## src/rtl/arc4_encrypt.sv

```systemverilog
// ARC4 encryption engine: S-box init, key scheduling over a 3-byte key, then
// keystream generation that turns length-prefixed plaintext into ciphertext.
module arc4_encrypt (
    input  logic        i_clk,
    input  logic        i_rst,
    input  logic        i_en,
    output logic        o_rdy,
    input  logic [23:0] i_key,
    output logic [7:0]  o_pt_addr,
    input  logic [7:0]  i_pt_rddata,
    output logic [7:0]  o_ct_addr,
    output logic [7:0]  o_ct_wrdata,
    output logic        o_ct_wren
);

    typedef enum logic [3:0] {
        S_IDLE,
        S_INIT,
        S_KSA_RD,
        S_KSA_CALC,
        S_KSA_SW1,
        S_KSA_SW2,
        S_LEN_ADDR,
        S_LEN_DATA,
        S_PRGA_RD,
        S_PRGA_CALC,
        S_PRGA_SW1,
        S_PRGA_SW2,
        S_PRGA_PAD,
        S_PRGA_WR,
        S_DONE
    } state_t;

    state_t      r_state;
    logic [23:0] r_key;
    logic [7:0]  r_i;
    logic [7:0]  r_j;
    logic [7:0]  r_si;
    logic [7:0]  r_sj;
    logic [7:0]  r_len;
    logic [8:0]  r_k;
    logic [1:0]  r_keyIdx;
    logic        r_rdy;
    logic [7:0]  r_ptAddr;
    logic [7:0]  r_ctAddr;
    logic [7:0]  r_ctWrdata;
    logic        r_ctWren;

    logic [7:0]  r_sMem [256];
    logic [7:0]  r_sQ;

    logic        w_sWe;
    logic [7:0]  w_sWa;
    logic [7:0]  w_sWd;
    logic [7:0]  w_sRa;
    logic [7:0]  w_keyByte;
    logic [7:0]  w_jKsa;
    logic [7:0]  w_jPrga;

    assign o_rdy       = r_rdy;
    assign o_pt_addr   = r_ptAddr;
    assign o_ct_addr   = r_ctAddr;
    assign o_ct_wrdata = r_ctWrdata;
    assign o_ct_wren   = r_ctWren;

    always_comb begin
        case (r_keyIdx)
            2'd0:    w_keyByte = r_key[23:16];
            2'd1:    w_keyByte = r_key[15:8];
            default: w_keyByte = r_key[7:0];
        endcase
    end

    assign w_jKsa  = r_j + r_sQ + w_keyByte;
    assign w_jPrga = r_j + r_sQ;

    // Every step is its own state, so a read is always issued after any
    // preceding write has landed; this removes the read-after-write hazard.
    always_comb begin
        w_sWe = 1'b0;
        w_sWa = r_i;
        w_sWd = r_i;
        w_sRa = r_i;
        case (r_state)
            S_INIT: begin
                w_sWe = 1'b1;
                w_sWa = r_i;
                w_sWd = r_i;
            end
            S_KSA_RD:    w_sRa = r_i;
            S_KSA_CALC:  w_sRa = w_jKsa;
            S_KSA_SW1: begin
                w_sWe = 1'b1;
                w_sWa = r_i;
                w_sWd = r_sQ;
            end
            S_KSA_SW2: begin
                w_sWe = 1'b1;
                w_sWa = r_j;
                w_sWd = r_si;
            end
            S_PRGA_RD:   w_sRa = r_i + 8'd1;
            S_PRGA_CALC: w_sRa = w_jPrga;
            S_PRGA_SW1: begin
                w_sWe = 1'b1;
                w_sWa = r_i;
                w_sWd = r_sQ;
            end
            S_PRGA_SW2: begin
                w_sWe = 1'b1;
                w_sWa = r_j;
                w_sWd = r_si;
            end
            S_PRGA_PAD:  w_sRa = r_si + r_sj;
            default: ;
        endcase
    end

    always_ff @(posedge i_clk) begin
        if (w_sWe) begin
            r_sMem[w_sWa] <= w_sWd;
        end
        r_sQ <= r_sMem[w_sRa];
    end

    always_ff @(posedge i_clk) begin
        if (i_rst) begin
            r_state    <= S_IDLE;
            r_key      <= '0;
            r_i        <= '0;
            r_j        <= '0;
            r_si       <= '0;
            r_sj       <= '0;
            r_len      <= '0;
            r_k        <= '0;
            r_keyIdx   <= '0;
            r_rdy      <= 1'b1;
            r_ptAddr   <= '0;
            r_ctAddr   <= '0;
            r_ctWrdata <= '0;
            r_ctWren   <= 1'b0;
        end else begin
            r_ctWren <= 1'b0;
            case (r_state)
                S_IDLE: begin
                    if (i_en) begin
                        r_key   <= i_key;
                        r_i     <= '0;
                        r_rdy   <= 1'b0;
                        r_state <= S_INIT;
                    end
                end
                S_INIT: begin
                    r_i <= r_i + 8'd1;
                    if (r_i == 8'hFF) begin
                        r_j      <= '0;
                        r_keyIdx <= '0;
                        r_state  <= S_KSA_RD;
                    end
                end
                S_KSA_RD:   r_state <= S_KSA_CALC;
                S_KSA_CALC: begin
                    r_si    <= r_sQ;
                    r_j     <= w_jKsa;
                    r_state <= S_KSA_SW1;
                end
                S_KSA_SW1:  r_state <= S_KSA_SW2;
                S_KSA_SW2: begin
                    r_i      <= r_i + 8'd1;
                    r_keyIdx <= (r_keyIdx == 2'd2) ? 2'd0 : r_keyIdx + 2'd1;
                    if (r_i == 8'hFF) begin
                        r_ptAddr <= '0;
                        r_state  <= S_LEN_ADDR;
                    end else begin
                        r_state <= S_KSA_RD;
                    end
                end
                S_LEN_ADDR: r_state <= S_LEN_DATA;
                S_LEN_DATA: begin
                    r_len      <= i_pt_rddata;
                    r_ctAddr   <= '0;
                    r_ctWrdata <= i_pt_rddata;
                    r_ctWren   <= 1'b1;
                    r_i        <= '0;
                    r_j        <= '0;
                    r_k        <= 9'd1;
                    r_state    <= (i_pt_rddata == 8'd0) ? S_DONE : S_PRGA_RD;
                end
                S_PRGA_RD: begin
                    r_i      <= r_i + 8'd1;
                    r_ptAddr <= r_k[7:0];
                    r_state  <= S_PRGA_CALC;
                end
                S_PRGA_CALC: begin
                    r_si    <= r_sQ;
                    r_j     <= w_jPrga;
                    r_state <= S_PRGA_SW1;
                end
                S_PRGA_SW1: begin
                    r_sj    <= r_sQ;
                    r_state <= S_PRGA_SW2;
                end
                S_PRGA_SW2: r_state <= S_PRGA_PAD;
                S_PRGA_PAD: r_state <= S_PRGA_WR;
                S_PRGA_WR: begin
                    r_ctAddr   <= r_k[7:0];
                    r_ctWrdata <= i_pt_rddata ^ r_sQ;
                    r_ctWren   <= 1'b1;
                    // Nine-bit counter lets a 255-byte message stop cleanly.
                    if (r_k == {1'b0, r_len}) begin
                        r_state <= S_DONE;
                    end else begin
                        r_k     <= r_k + 9'd1;
                        r_state <= S_PRGA_RD;
                    end
                end
                S_DONE: begin
                    r_rdy   <= 1'b1;
                    r_state <= S_IDLE;
                end
                default: r_state <= S_IDLE;
            endcase
        end
    end

endmodule

```

## config.mk

```make
export PLATFORM = sky130hd
export DESIGN_NAME = arc4_encrypt
export DESIGN_NICKNAME = d
export VERILOG_FILES = /design/src/rtl/arc4_encrypt.sv
export SDC_FILE = /design/constraint.sdc
export NUM_CORES = 2
export LEC_CHECK = 0
export BUFFER_PORTS_ARGS = -buffer_cell sky130_fd_sc_hd__buf_2
export CORE_MARGIN = 3
export CORE_UTILIZATION = 25
export CTS_CLUSTER_DIAMETER = 40
export DETAILED_ROUTE_END_ITERATION = 8
export PLACE_DENSITY = 0.49
export SYNTH_ARGS = -nofsm -noshare
export SYNTH_HDL_FRONTEND = slang
export SYNTH_SLANG_ARGS = --single-unit
```

## constraint.sdc

```tcl
create_clock -name i_clk -period 31.4 [get_ports i_clk]
set_input_delay 3.14 -clock i_clk [delete_from_list [all_inputs] [get_ports i_clk]]
set_output_delay 3.14 -clock i_clk [all_outputs]
set_load 0.1 [all_outputs]
```

==> flow_summary.yaml <==
run_status:
  result_of_the_run: "complete, no violations"
global_routing:
  total_congestion_overflow: 0
  antenna_found_initial: 14
  grt_start_max_net_pins: 200
  number_of_global_route_vias_before_repair: 51864
  wire_length_of_the_first_global_routing_pass_um: 377000
  grtUsageTotal: 0.143
floorplanning:
  floorplan.initialDensity: 0.252
  floorplan.die_area_um2: 356000
  chipWidth_um: 597
  die_height_um: 597
  top_level_ports: 61
  floorplan.core_area_um2: 347000
  rows: 216
drt:
  drtIter0Drc: 5838
  routed-via-count: 52623
  post_drt_wl_per_cell_um: 24.0
  drt-total-wl_um: 261000
  vias_per_cell: 4.83
  detailedRoute.firstPassIterationCount: 6
  post-route-drc-count: 0
  route.antenna.remaining_nets: 0
power_and_ir_drop:
  power_share_of_the_combinational_group: 0.079
  internal-power_w: 0.00579
  net_sw_frac: 0.241
  clockPowerShare: 0.501
  power_w: 0.00763
  irDropWorstVdd_v: 0.0000474
  power.share.sequential: 0.420
  power.static_leakage_nw: 34.1
  power.density_nw_per_um2: 73.2
  net_sw_power_w: 0.00184
place:
  gp_congestion: 0.832
  quantity_of_i_o_buffers_inserted_on_ports: 60
  dp_hpwl_um: 154000
setup_path:
  path_delay_family: "buffers and inverters"
  cp-end-kind: "register"
  critical_path.max_stage_delay_ps: 680
  cell_breakdown_of_the_critical_path: "mux2i_1 -> o21ai_0 -> ha_1 -> fa_1 -> a22o_1 -> nand2_1 -> a21oi_4 -> buf_4 -> buf_4 -> buf_4 -> buf_4 -> mux4_2 -> mux2i_1 -> o22ai_1 -> nor3_1 -> a41oi_1 -> a31oi_1 -> nand3_1"
  r2r-start: "r_keyIdx[0]"
  cp_max_fo: 59
  cp.required_ps: 32210
  timing_worst_setup_path_type: "reg -> reg"
  path_common_cell: "buf_4"
  critPathLaunchType: "register"
  cp.buffers_inverters: 4
  slowest_stage_cell_on_the_critical_path: "dfxtp_1"
  arrival_ps: 7970
  critical_path.startpoint: "r_keyIdx[0]"
cts:
  worstSkewPairLatency_ps: 940
  clk_path_buf_depth: 4
  cts_root_buffer: "clkbuf_16"
  cts_num_sinks: 2161
  post_cts_resize_count: 0
  cts-htree-levels: 5
  cts_buffers: 353
  worst_setup_hold_path_clk_slew_ps: 60
  cts_tree: "built"
  cts_post_setup_buffers_inserted: 0
  cts_hold_buffers: 0
min_path:
  min-delay-path-class: "reg -> reg"
  hold_path_startpoint: "r_key[23]"
timing:
  slew_violations: 0
  min_period_ps: 7160
  max_slew_margin: 0.0806
  worstMarginPinSlew_ps: 1380
  fin_skew_ps: 67.4
  max_freq_mhz: 140
  hold_violations: 0
  rsz_0062_raised_after_global_routing: "no"
  final_setup_violation_count: 0
  setup-tns-final_ps: 0
  final.period_utilization: 0.228
synthesis:
  synth_sequential_area_ratio: 0.731
  syn-cell-area_um2: 87200
  postSynthNetCount: 5956
  yosys.cell_count.top_type: "edfxtp_1"
  yosysUniqueCellTypes: 96
  ys_ff_latch: 2161
  post_synth_most_frequent_cells: "edfxtp_1, nand2_1, nor2_1"
  synth-edff-count: 2048
  synth_warnings: 0
  synth.top_cells.by_area: "edfxtp_1, mux4_2, nand2_1"
  synthArstFlopShare: 0
  ys_dominant_reg_cell: "edfxtp_1"
  synthesized_instance_count: 5895
  yosys.area.top_type: "edfxtp_1"
  synth_top_area_share: 0.705
  syn_area_per_cell_um2: 14.8
run:
  drv_cap: 0
layout:
  nets_finish: 6104
  filler_cell_count: 34270
  syn2layout_area_growth_pct: 19.4
  layout-drive-gt1-share: 0.161
[metal layers]
| metal | track usage | wire length, µm | vias to the layer above |
|---|---|---|---|
| met3 | 0.0314 | 20000 | 409 |
| met4 | 0.0454 | 7540 | 10 |
| met1 | 0.195 | 112000 | 27173 |
| li1 | - | - | 22955 |
| met2 | 0.226 | 121000 | 2076 |
| met5 | 0 | 55 | - |
[final cells by class]
class	count	area, µm²	share of cell area
Sequential cell	2161	63800	0.612
Multi-Input combinational cell	3352	21700	0.208
Clock buffer	392	9190	0.0882
Tap cell	4578	5730	0.0550
Clock inverter	236	2540	0.0244
Timing Repair Buffer	168	1260	0.0121
Inverter	7	26.3	0.000252
Antenna cell	1	2.50	0.0000240
[logic make-up after synthesis]
logic type	count (synthesis)	share of synthesized area
DFF	2161	0.731
and+or+nand+nor	2127	0.105
AOI/OAI and AO/OA	802	0.0611
buffers and inverters	382	0.0230
muxes	367	0.0728
xor gates and xnor gates	30	0.00301
adders and majority gates	26	0.00399
[final timing paths]
kind         slack, ps  depth (start not counted)         to
min                450                          2  r_key[23]
min reg2reg        450                          2  r_key[23]
max              24240                         18    r_sQ[4]
max reg2reg      24240                         18    r_sQ[4]
[power by group through the flow]
stage          Clock (W)  Sequential [W]  Combinational [W]
2_1_floorplan          0         0.00326           0.000396
3_3_place_gp           0         0.00326           0.000599
3_5_place_dp           0         0.00326           0.000605
4_1_cts          0.00388         0.00320           0.000607
5_1_grt          0.00401         0.00320           0.000648
6_report         0.00382         0.00320           0.000602
[cells in the final DEF (no fill, tap or decap), drive strengths merged, types with 26 or more instances in the layout]
master / netlist / layout
clkinvlp: 0 / 45
a311oi: 42 / 42
a32oi: 76 / 76
nand2: 1184 / 1184
mux4: 214 / 214
nor3: 26 / 26
bufinv: 0 / 37
a21oi: 264 / 264
nand3: 326 / 326
a22oi: 58 / 58
mux2i: 152 / 152
dfxtp: 113 / 113
nor2: 387 / 387
clkbuf: 137 / 392
and3: 71 / 71
clkinv: 0 / 108
o21ai: 83 / 83
inv: 7 / 53
buf: 238 / 168
o22ai: 49 / 49
a31oi: 74 / 74
edfxtp: 2048 / 2048
a22o: 30 / 30
[tightest hold or removal path, stage by stage, from the launching register on]
cell and delay (ps):
dfxtp_1 300, nand2_1 50, a21oi_1 50
[sequential cells by signal, summed over array words and instances (netlist names)]
register and flops:
r_keyIdx 2, r_sQ 8, r_si 8, o_ct_wrdata 8, r_i 8, r_state 4, o_rdy 1, r_key 24
r_sMem 2048, r_j 8, r_sj 8, o_pt_addr 8, r_k 9, r_len 8, o_ct_wren 1, o_ct_addr 8
[through the flow]
| stage | util | setup slack, ps | cells | hold WS, ps | instance area (µm²) |
|---|---|---|---|---|---|
| 3_3_place_gp | 0.267 | 23820 | 10265 | 452 | 92400 |
| 3_5_place_dp | 0.267 | 24230 | 10266 | 446 | 92400 |
| 4_1_cts | 0.300 | 24190 | 10894 | 453 | 104000 |
| 2_1_floorplan | - | 21310 | 5895 | 436 | 87200 |
| 6_report | 0.300 | 24240 | 10895 | 453 | 104000 |
| 5_1_grt | 0.300 | 23830 | 10895 | 471 | 104000 |
No activity file was read; power rests on OpenSTA's default activity.
